[src/rtl/fpu_pkg.sv]
// Shared binary32 field widths, bias and the packed fp32 layout used by the
// integer-to-float converter.
package fpu_pkg;

  localparam int FP32_EXP_W = 8;
  localparam int FP32_MAN_W = 23;
  localparam int FP32_BIAS  = 127;

  typedef struct packed {
    logic                  sign;
    logic [FP32_EXP_W-1:0] exp;
    logic [FP32_MAN_W-1:0] man;
  } fp32_t;

endpackage

[src/rtl/itof_pipe_lzc.sv]
// Leading-zero counter of width W; returns W when the input is all zeros.
module lzc #(
  parameter int W  = 32,
  parameter int CW = $clog2(W + 1)
) (
  input  logic [W-1:0]  in_bits,
  output logic [CW-1:0] cnt
);

  // Ascending scan: the highest set bit is the last one to write cnt.
  always_comb begin
    cnt = CW'(W);
    for (int i = 0; i < W; i++) begin
      if (in_bits[i]) cnt = CW'(W - 1 - i);
    end
  end

endmodule

[src/rtl/itof_pipe.sv]
// Three-stage integer to IEEE-754 binary32 converter (abs, normalise, round).
// Optional build macro ITOF_INEXACT_EN adds the out_inexact flag output.
module itof_pipe
  import fpu_pkg::*;
#(
  parameter int IN_W           = 32,
  parameter int SIGNED_DEFAULT = 1
) (
  input  logic            clk,
  input  logic            rstn,
  input  logic            in_valid,
  output logic            in_ready,
  input  logic [IN_W-1:0] in_data,
  input  logic            in_signed,
  output logic            out_valid,
  input  logic            out_ready,
  output logic [31:0]     out_data
`ifdef ITOF_INEXACT_EN
  ,
  output logic            out_inexact
`endif
);

  localparam int CW = $clog2(IN_W + 1);
  localparam int TW = IN_W + 24;

  if (IN_W < 8 || IN_W > 64 || SIGNED_DEFAULT < 0 || SIGNED_DEFAULT > 1) begin : g_bad_param
    $error("itof_pipe: IN_W must be 8..64 and SIGNED_DEFAULT 0 or 1");
  end

  logic advance;

  logic            s1_valid_d, s1_valid_q;
  logic            s1_sign_d, s1_sign_q;
  logic [IN_W-1:0] s1_mag_d, s1_mag_q;

  logic            s2_valid_d, s2_valid_q;
  logic            s2_sign_d, s2_sign_q;
  logic            s2_zero_d, s2_zero_q;
  logic [7:0]      s2_exp_d, s2_exp_q;
  logic [IN_W-2:0] s2_frac_d, s2_frac_q;

  logic            out_valid_d, out_valid_q;
  logic [31:0]     out_data_d, out_data_q;

  logic [CW-1:0]   lz;
  logic [IN_W-1:0] norm_full;
  logic [TW-1:0]   tail;
  logic [22:0]     man;
  logic            guard_b, round_b, sticky_b, round_up;
  logic [23:0]     man_r;
  fp32_t           res;

  // One global enable: the whole pipe moves or the whole pipe holds.
  assign advance  = !out_valid_q || out_ready;
  assign in_ready = advance;

  always_comb begin
    s1_valid_d = in_valid;
    s1_sign_d  = in_signed & in_data[IN_W-1];
    s1_mag_d   = s1_sign_d ? (~in_data + IN_W'(1)) : in_data;
  end

  lzc #(.W(IN_W)) u_lzc (
    .in_bits (s1_mag_q),
    .cnt     (lz)
  );

  always_comb begin
    norm_full  = s1_mag_q << lz;
    s2_valid_d = s1_valid_q;
    s2_sign_d  = s1_sign_q;
    s2_zero_d  = ~norm_full[IN_W-1];
    s2_frac_d  = norm_full[IN_W-2:0];
    s2_exp_d   = 8'(FP32_BIAS + IN_W - 1) - 8'(lz);
  end

  // Bits below the hidden one, padded so narrow inputs still yield G/R/S.
  always_comb begin
    tail     = {s2_frac_q, 25'b0};
    man      = tail[TW-1 -: 23];
    guard_b  = tail[TW-24];
    round_b  = tail[TW-25];
    sticky_b = |tail[TW-26:0];
    round_up = guard_b & (round_b | sticky_b | man[0]);
    man_r    = {1'b0, man} + 24'(round_up);
    res.sign = s2_sign_q;
    res.exp  = s2_exp_q + 8'(man_r[23]);
    res.man  = man_r[22:0];
    if (s2_zero_q) res = '0;
    out_valid_d = s2_valid_q;
    out_data_d  = res;
  end

  always_ff @(posedge clk or negedge rstn) begin
    if (!rstn) begin
      s1_valid_q  <= 1'b0;
      s2_valid_q  <= 1'b0;
      out_valid_q <= 1'b0;
      out_data_q  <= '0;
    end else if (advance) begin
      s1_valid_q  <= s1_valid_d;
      s2_valid_q  <= s2_valid_d;
      out_valid_q <= out_valid_d;
      out_data_q  <= out_data_d;
    end
  end

  always_ff @(posedge clk) begin
    if (advance) begin
      s1_sign_q <= s1_sign_d;
      s1_mag_q  <= s1_mag_d;
      s2_sign_q <= s2_sign_d;
      s2_zero_q <= s2_zero_d;
      s2_exp_q  <= s2_exp_d;
      s2_frac_q <= s2_frac_d;
    end
  end

  assign out_valid = out_valid_q;
  assign out_data  = out_data_q;

`ifdef ITOF_INEXACT_EN
  logic out_inexact_d, out_inexact_q;

  always_comb out_inexact_d = guard_b | round_b | sticky_b;

  always_ff @(posedge clk or negedge rstn) begin
    if (!rstn)        out_inexact_q <= 1'b0;
    else if (advance) out_inexact_q <= out_inexact_d;
  end

  assign out_inexact = out_inexact_q;
`endif

endmodule

[config.mk]
export PLATFORM = sky130hd
export DESIGN_NAME = itof_pipe
export DESIGN_NICKNAME = d
export VERILOG_FILES = /design/src/rtl/fpu_pkg.sv /design/src/rtl/itof_pipe_lzc.sv /design/src/rtl/itof_pipe.sv
export SDC_FILE = /design/constraint.sdc
export NUM_CORES = 1
export LEC_CHECK = 0
export CORE_MARGIN = 2
export CORE_UTILIZATION = 32
export CTS_BUF_LIST = sky130_fd_sc_hd__clkbuf_16
export DETAILED_ROUTE_END_ITERATION = 6
export PLACE_DENSITY = 0.5
export SETUP_SLACK_MARGIN = 0.5
export SLEW_MARGIN = 20
export SYNTH_ARGS = -nofsm -noshare
export SYNTH_HDL_FRONTEND = slang
export SYNTH_SLANG_ARGS = --single-unit
[constraint.sdc]
create_clock -name clk -period 8.7 [get_ports clk]
set_clock_uncertainty 0.2 [all_clocks]
set_input_delay 1.305 -clock clk [delete_from_list [all_inputs] [get_ports clk]]
set_output_delay 1.305 -clock clk [all_outputs]
set_load 0.01 [all_outputs]
==> metrics.yaml <==
status:
  outcome: "complete, no violations"
synthesis:
  ys.flop_type: "edfxtp_1"
  syn_nets: 718
  synthCells: 676
  ys_ff_latch: 109
  synth_top_family_by_area: "simple AND/OR/NAND/NOR gates"
  ys_warn_count: 0
  synth_simple_gate_area_share_pct: 16.5
  synth_xor_area_share_pct: 7.59
  ys_seq_area_share_pct: 46.3
  synth_edf_count: 74
  synth_compound_area_share_pct: 14.9
  muxShareOfSynthArea_pct: 10.3
  async_reset_ff_share_pct: 32.1
  synthesis.area_sq_um: 6690
  synthAdderAreaFrac_pct: 0.935
  synth_cell_types: 60
  syn_avg_cell_area_sq_um: 9.90
flow_run:
  cap_violations: 0
worst_hold_path:
  hold_end: "s2_sign_q"
  worstHoldStart: "s1_sign_q"
  hold_depth: 0
  hold_class: "flip-flop to flip-flop"
setup_path:
  r2r_end: "s2_frac_q[27]"
  ff2ff_path_depth: 8
  arrival_ps: 3440
  crit_fanout: 47
  worstSetupEndpointType: "output port"
  cp_data_required_time_ps: 7190
  crit_type: "input pin to output port"
  worst-r2r-setup-slack_ps: 4570
  cpMaxStageDelayCell: "nor2b_4"
  crit_top_cell: "clkdlybuf4s50_1"
  cp_cell_sequence: "clkdlybuf4s50_1 -> nor2b_4 -> inv_2 -> buf_4 -> clkdlybuf4s50_1"
  slowest_delay_ps: 760
  worstReg2RegStart: "s1_mag_q[24]"
  critPathLaunchType: "input pin"
route:
  via_per_inst: 5.19
  wl_microns: 15800
  ant_nets: 0
  drt_iter0_drc: 433
  dr.pass1.iters: 5
  routedWlPerCell_microns: 15.6
  via_count: 5230
  remaining_drc_errors: 0
clock_network:
  clockBufferDepth: 2
  root_buffer: "clkbuf_16"
  clk_pin_slew_ps: 70
  numCtsBuffers: 9
  cts.repair.resized: 0
  cts_tree: "yes"
  htree_num_levels: 3
  postCtsSetupBuffers: 0
  cts_hold_buf: 0
  numClockSinks: 109
  insertion_delay_ps: 350
placement:
  placed_area_sq_um: 7650
  detailed_place_hpwl_microns: 12100
  portBuffers: 70
  dp_slack_ps: 3740
  place.gp.congestion: 0.902
sta:
  tns_ps: 0
  max_freq_ghz: 0.202
  hold_viol: 0
  fin_crit_ps: 4950
  slew_headroom_pct: 34.6
  tightest_slew_ps: 981
  fin_crit_sh_pct: 56.9
  setup_slack_ps: 3750
  slew_viol_final: 0
  grt_setup_unrepaired: "false"
  finalSetupViolations: 0
floorplanning:
  io_pins: 71
  coreArea_sq_um: 20400
  dieArea_sq_um: 22100
  fp.dieH_microns: 149
  start_util_pct: 32.9
  dieWidth_microns: 149
  rows: 52
layout:
  diodes: 0
  final_cell_area_sq_um: 7950
  fin_nets: 775
  fillers: 1990
  drive_gt1_share_pct: 4.88
  area_delta_synth_final_pct: 18.8
global_route:
  grt_usage_pct: 14.8
  grt-ovfl-total: 0
  grtUsageMet3_pct: 2.09
  grt_pass1_wl_microns: 26400
  grtUsageMet2_pct: 23.6
  grt_pass1_vias: 5111
  grt_max_degree: 48
  antenna_found_initial: 0
  grt_busiest_layer: "met2"
  use_met1_pct: 20.4
power:
  peakVddDrop_mv: 0.0726
  power_per_cell_area_nw_per_um2: 255
  p_leak_nw: 2.95
[layout make-up]
type | count | area, sq um | area share, %
Tap cell | 270 | 338 | 4.25
Inverter | 23 | 88.8 | 1.12
Multi-Input combinational cell | 513 | 3370 | 42.4
Sequential cell | 109 | 3100 | 39.0
Clock inverter | 5 | 28.8 | 0.362
Clock buffer | 11 | 275 | 3.46
Timing Repair Buffer | 77 | 753 | 9.47
[cell usage after synthesis, drive strengths merged (3+ instances only)]
cell,n,share of area [%]
mux2,4,0.67
xnor2,26,3.4
a221o,3,0.45
or4,7,0.84
nand3,17,1.3
a22oi,3,0.34
clkbuf,19,1.1
or3,7,0.73
o31ai,10,1.3
dfrtp,35,13
and3,6,0.56
ha,5,0.94
nor4,16,1.5
nand4,3,0.28
nor2,55,3.1
a211oi,6,0.67
buf,12,1.1
a21oi,40,3.0
o211ai,5,0.56
inv,23,1.3
o21ai,46,3.4
nand2,65,3.6
o22a,6,0.79
nand2b,14,1.3
nor2b,8,0.75
nor3,17,1.3
mux2i,61,9.3
o22ai,11,1.0
edfxtp,74,33
and2,7,0.65
xor2,32,4.2
o221ai,6,0.79
a31oi,4,0.37
[cell usage in the layout (no fill, tap or decap), drive strengths merged, types with 11 or more instances in the layout]
cell type	instances
o21ai	46
inv	26
nand2	65
o22ai	11
nor4	16
dfrtp	35
nand3	17
clkbuf	11
edfxtp	74
xnor2	26
nor3	17
a21oi	40
mux2i	61
nor2	55
xor2	32
clkdlybuf4s50	70
nand2b	14
[metal layers]
layer | up-vias | routed length (microns)
li1 | 2614 | -
met1 | 2440 | 7640
met2 | 155 | 7080
met3 | 21 | 695
met4 | 0 | 359
met5 | - | 0
[state kept, by name (all words and copies together), names as in the netlist]
signal and flops:
out_data 32, out_valid 1, out_valid_d 1, s1_mag_q 32, s1_sign_q 1, s1_valid_q 1, s2_exp_q 8, s2_frac_q 31
s2_sign_q 1, s2_zero_q 1
[cell families (layout without fill, tap and decap cells)]
kind of cell             after synthesis  count (layout)
AND/OR/NAND/NOR                      227             227
AO/OA/AOI/OAI                        157             157
flip-flops                           109             109
multiplexers                          66              66
XOR/XNOR                              58              58
buffers and inverters                 54             116
adder cells (fa/ha/maj)                5               5
[worst max-delay path: cells and delay by family]
family / cells / cell delay (ps)
buffers and inverters: 4 / 1350
and+or+nand+nor: 1 / 760
[through the flow]
stage | hold slack [ps] | total power [mW] | cells | utilization, %
after global routing | 276 | 2.17 | 1008 | 39.0
after global placement | 221 | 1.62 | 992 | 37.5
final | 260 | 2.03 | 1008 | 39.0
after floorplan | 200 | 1.33 | 676 | -
after CTS | 255 | 2.05 | 1008 | 39.0
after detailed placement | 237 | 1.63 | 992 | 37.5
[power by group]
part	total [mW]	internal, mW	switching [mW]	leakage, nW
Combinational	0.740	0.341	0.398	1.62
Clock	0.411	0.228	0.183	0.153
Sequential	0.877	0.753	0.125	1.17
Total	2.03	1.32	0.706	2.95
[worst max-delay path by stage]
stage | start | endpoint | slack, ps | cells past startpoint
3_3_place_gp | out_ready | in_ready | 3780 | 5
5_1_grt | out_ready | in_ready | 3580 | 5
3_5_place_dp | out_ready | in_ready | 3740 | 5
2_1_floorplan | out_ready | in_ready | 3940 | 4
6_report | out_ready | in_ready | 3750 | 5
4_1_cts | out_ready | in_ready | 3720 | 5
(Power assumes the default switching activity.)
==> edit (same flow settings) <==
The option `ITOF_INEXACT_EN` is turned on by a define.
--- a/src/rtl/itof_pipe.sv
+++ b/src/rtl/itof_pipe.sv
@@ -1,5 +1,7 @@
 // Three-stage integer to IEEE-754 binary32 converter (abs, normalise, round).
 // Optional build macro ITOF_INEXACT_EN adds the out_inexact flag output.
+`define ITOF_INEXACT_EN
+
 module itof_pipe
   import fpu_pkg::*;
 #(
Function (old outputs only; new: out_inexact): kept (Yosys induction, for registers that start in step).
==> edit against the original RTL <==
Sequential power grew 7.2%; die area grew 1.1%; total power grew 9.0%; cell area grew 0.24%; synthesized cell count grew 1.5%; routed wire length grew 8.5%; area after synthesis grew 1.1%; sequential cell count grew 1; fmax grew 9.9%; worst setup slack gained 450 ps; combinational power grew 19%; largest cell class unchanged; largest power group unchanged.
==> edit: results (changes against the original RTL) <==
| Metric | Value |
|---|---|
| Outcome | finished clean |
| Post-synth top cells | 88 x nand2_1, 74 x edfxtp_1, 60 x nor2_1 |
| Switching part of the total power | 37.5% (+2.7 points) |
| Comb_multi_in | 527 (+2.7%) |
| Top delay family on crit path | simple AND/OR/NAND/NOR gates |
| Met2 WL | 7.94 mm (+12%) |
| Inst Count DP | 1007 (+1.5%) |
| FF-to-FF Start | s1_mag_q[8] |
| Number of global-route vias before repair | 5130 (+0.37%) |
| Layout non-clock buf frac | 9.39% (-0.085 points) |
| Number of vias per cell | 5.27 (+1.5%) |
| XOR/XNOR share of the synthesized area | 7.64% (+0.045 points) |
| Cell Area, Placed | 0.00769 mm² (+0.64%) |
| Via count | 5388 (+3.0%) |
| First-pass GRT wire length | 27.9 mm (+5.8%) |
| Die X-Extent | 149 µm (+0.55%) |
| Asr flop ratio synth | 32.7% (+0.62 points) |
| Multi-input gate area | 0.00341 mm² (+1.2%) |
| Dpl ws | 4240 ps (+508 ps) |
| Total Routed Length | 17.1 mm (+8.5%) |
| Layout cells sized above 1 | 6.15% (+1.3 points) |
| Compound-Gate Fraction of Synth Area | 17.1% (+2.1 points) |
| Fraction of the mapped netlist area in adder cells | 0.925% (-0.010 points) |
| Reg area | 0.00312 mm² (+0.81%) |
| Seq cells post-synth | 110 (+0.92%) |
| Synth cell types | 70 (+17%) |
| Ranking of synthesized cells by area | edfxtp_1 33%, dfrtp_1 13%, mux2i_1 5.0%, nand2_1 4.9%, xnor2_1 3.9% |
| Detailed-placement wirelength estimate | 13.3 mm (+9.8%) |
| Gr usage total | 16.0% (+1.2 points) |
| Bufs w/o clock | 76 (-1.3%) |
| Crit share post-route | 51.7% (-5.1 points) |
| Register area share after synthesis | 46.2% (-0.14 points) |
| Met3 Use GR | 2.63% (+0.54 points) |
| DRT met1 WL | 7.89 mm (+3.2%) |
| Synth Net Count | 728 (+1.4%) |
| Iteration count of the initial detailed-routing pass | 6 (+1) |
| ClkCell Share | 3.44% (-0.39 points) |
## edit: cell count changes after synthesis, moves of 4 or more
cell / delta
a22oi_1: +10
nand3_1: +7
nor3_1: -6
mux2i_1: -26
a21oi_1: -13
xnor2_1: +4
nand2_1: +23
a221oi_2: +4
o21ai_1: +5
nor2_1: +5
nor2b_1: -4
o22a_1: -4
## edit: worst register-to-register path, cell delays in order (launching register included)
cell	delay (ps)
edfxtp_1	510
nor4_1	310
o31a_1	230
o211ai_1	110
nand3_1	730
inv_1	650
nor2_1	760
nand2_1	120
o211a_1	190
a221oi_2	270
o221ai_1	160
## edit: power by group through the flow
stage	Sequential [mW]	Combinational [mW]	Clock [mW]
finish	0.940	0.883	0.388
global route	0.970	0.973	0.429
CTS	0.943	0.888	0.400
detailed placement	0.955	0.886	0
global placement	0.945	0.885	0
floorplan	0.946	0.538	0
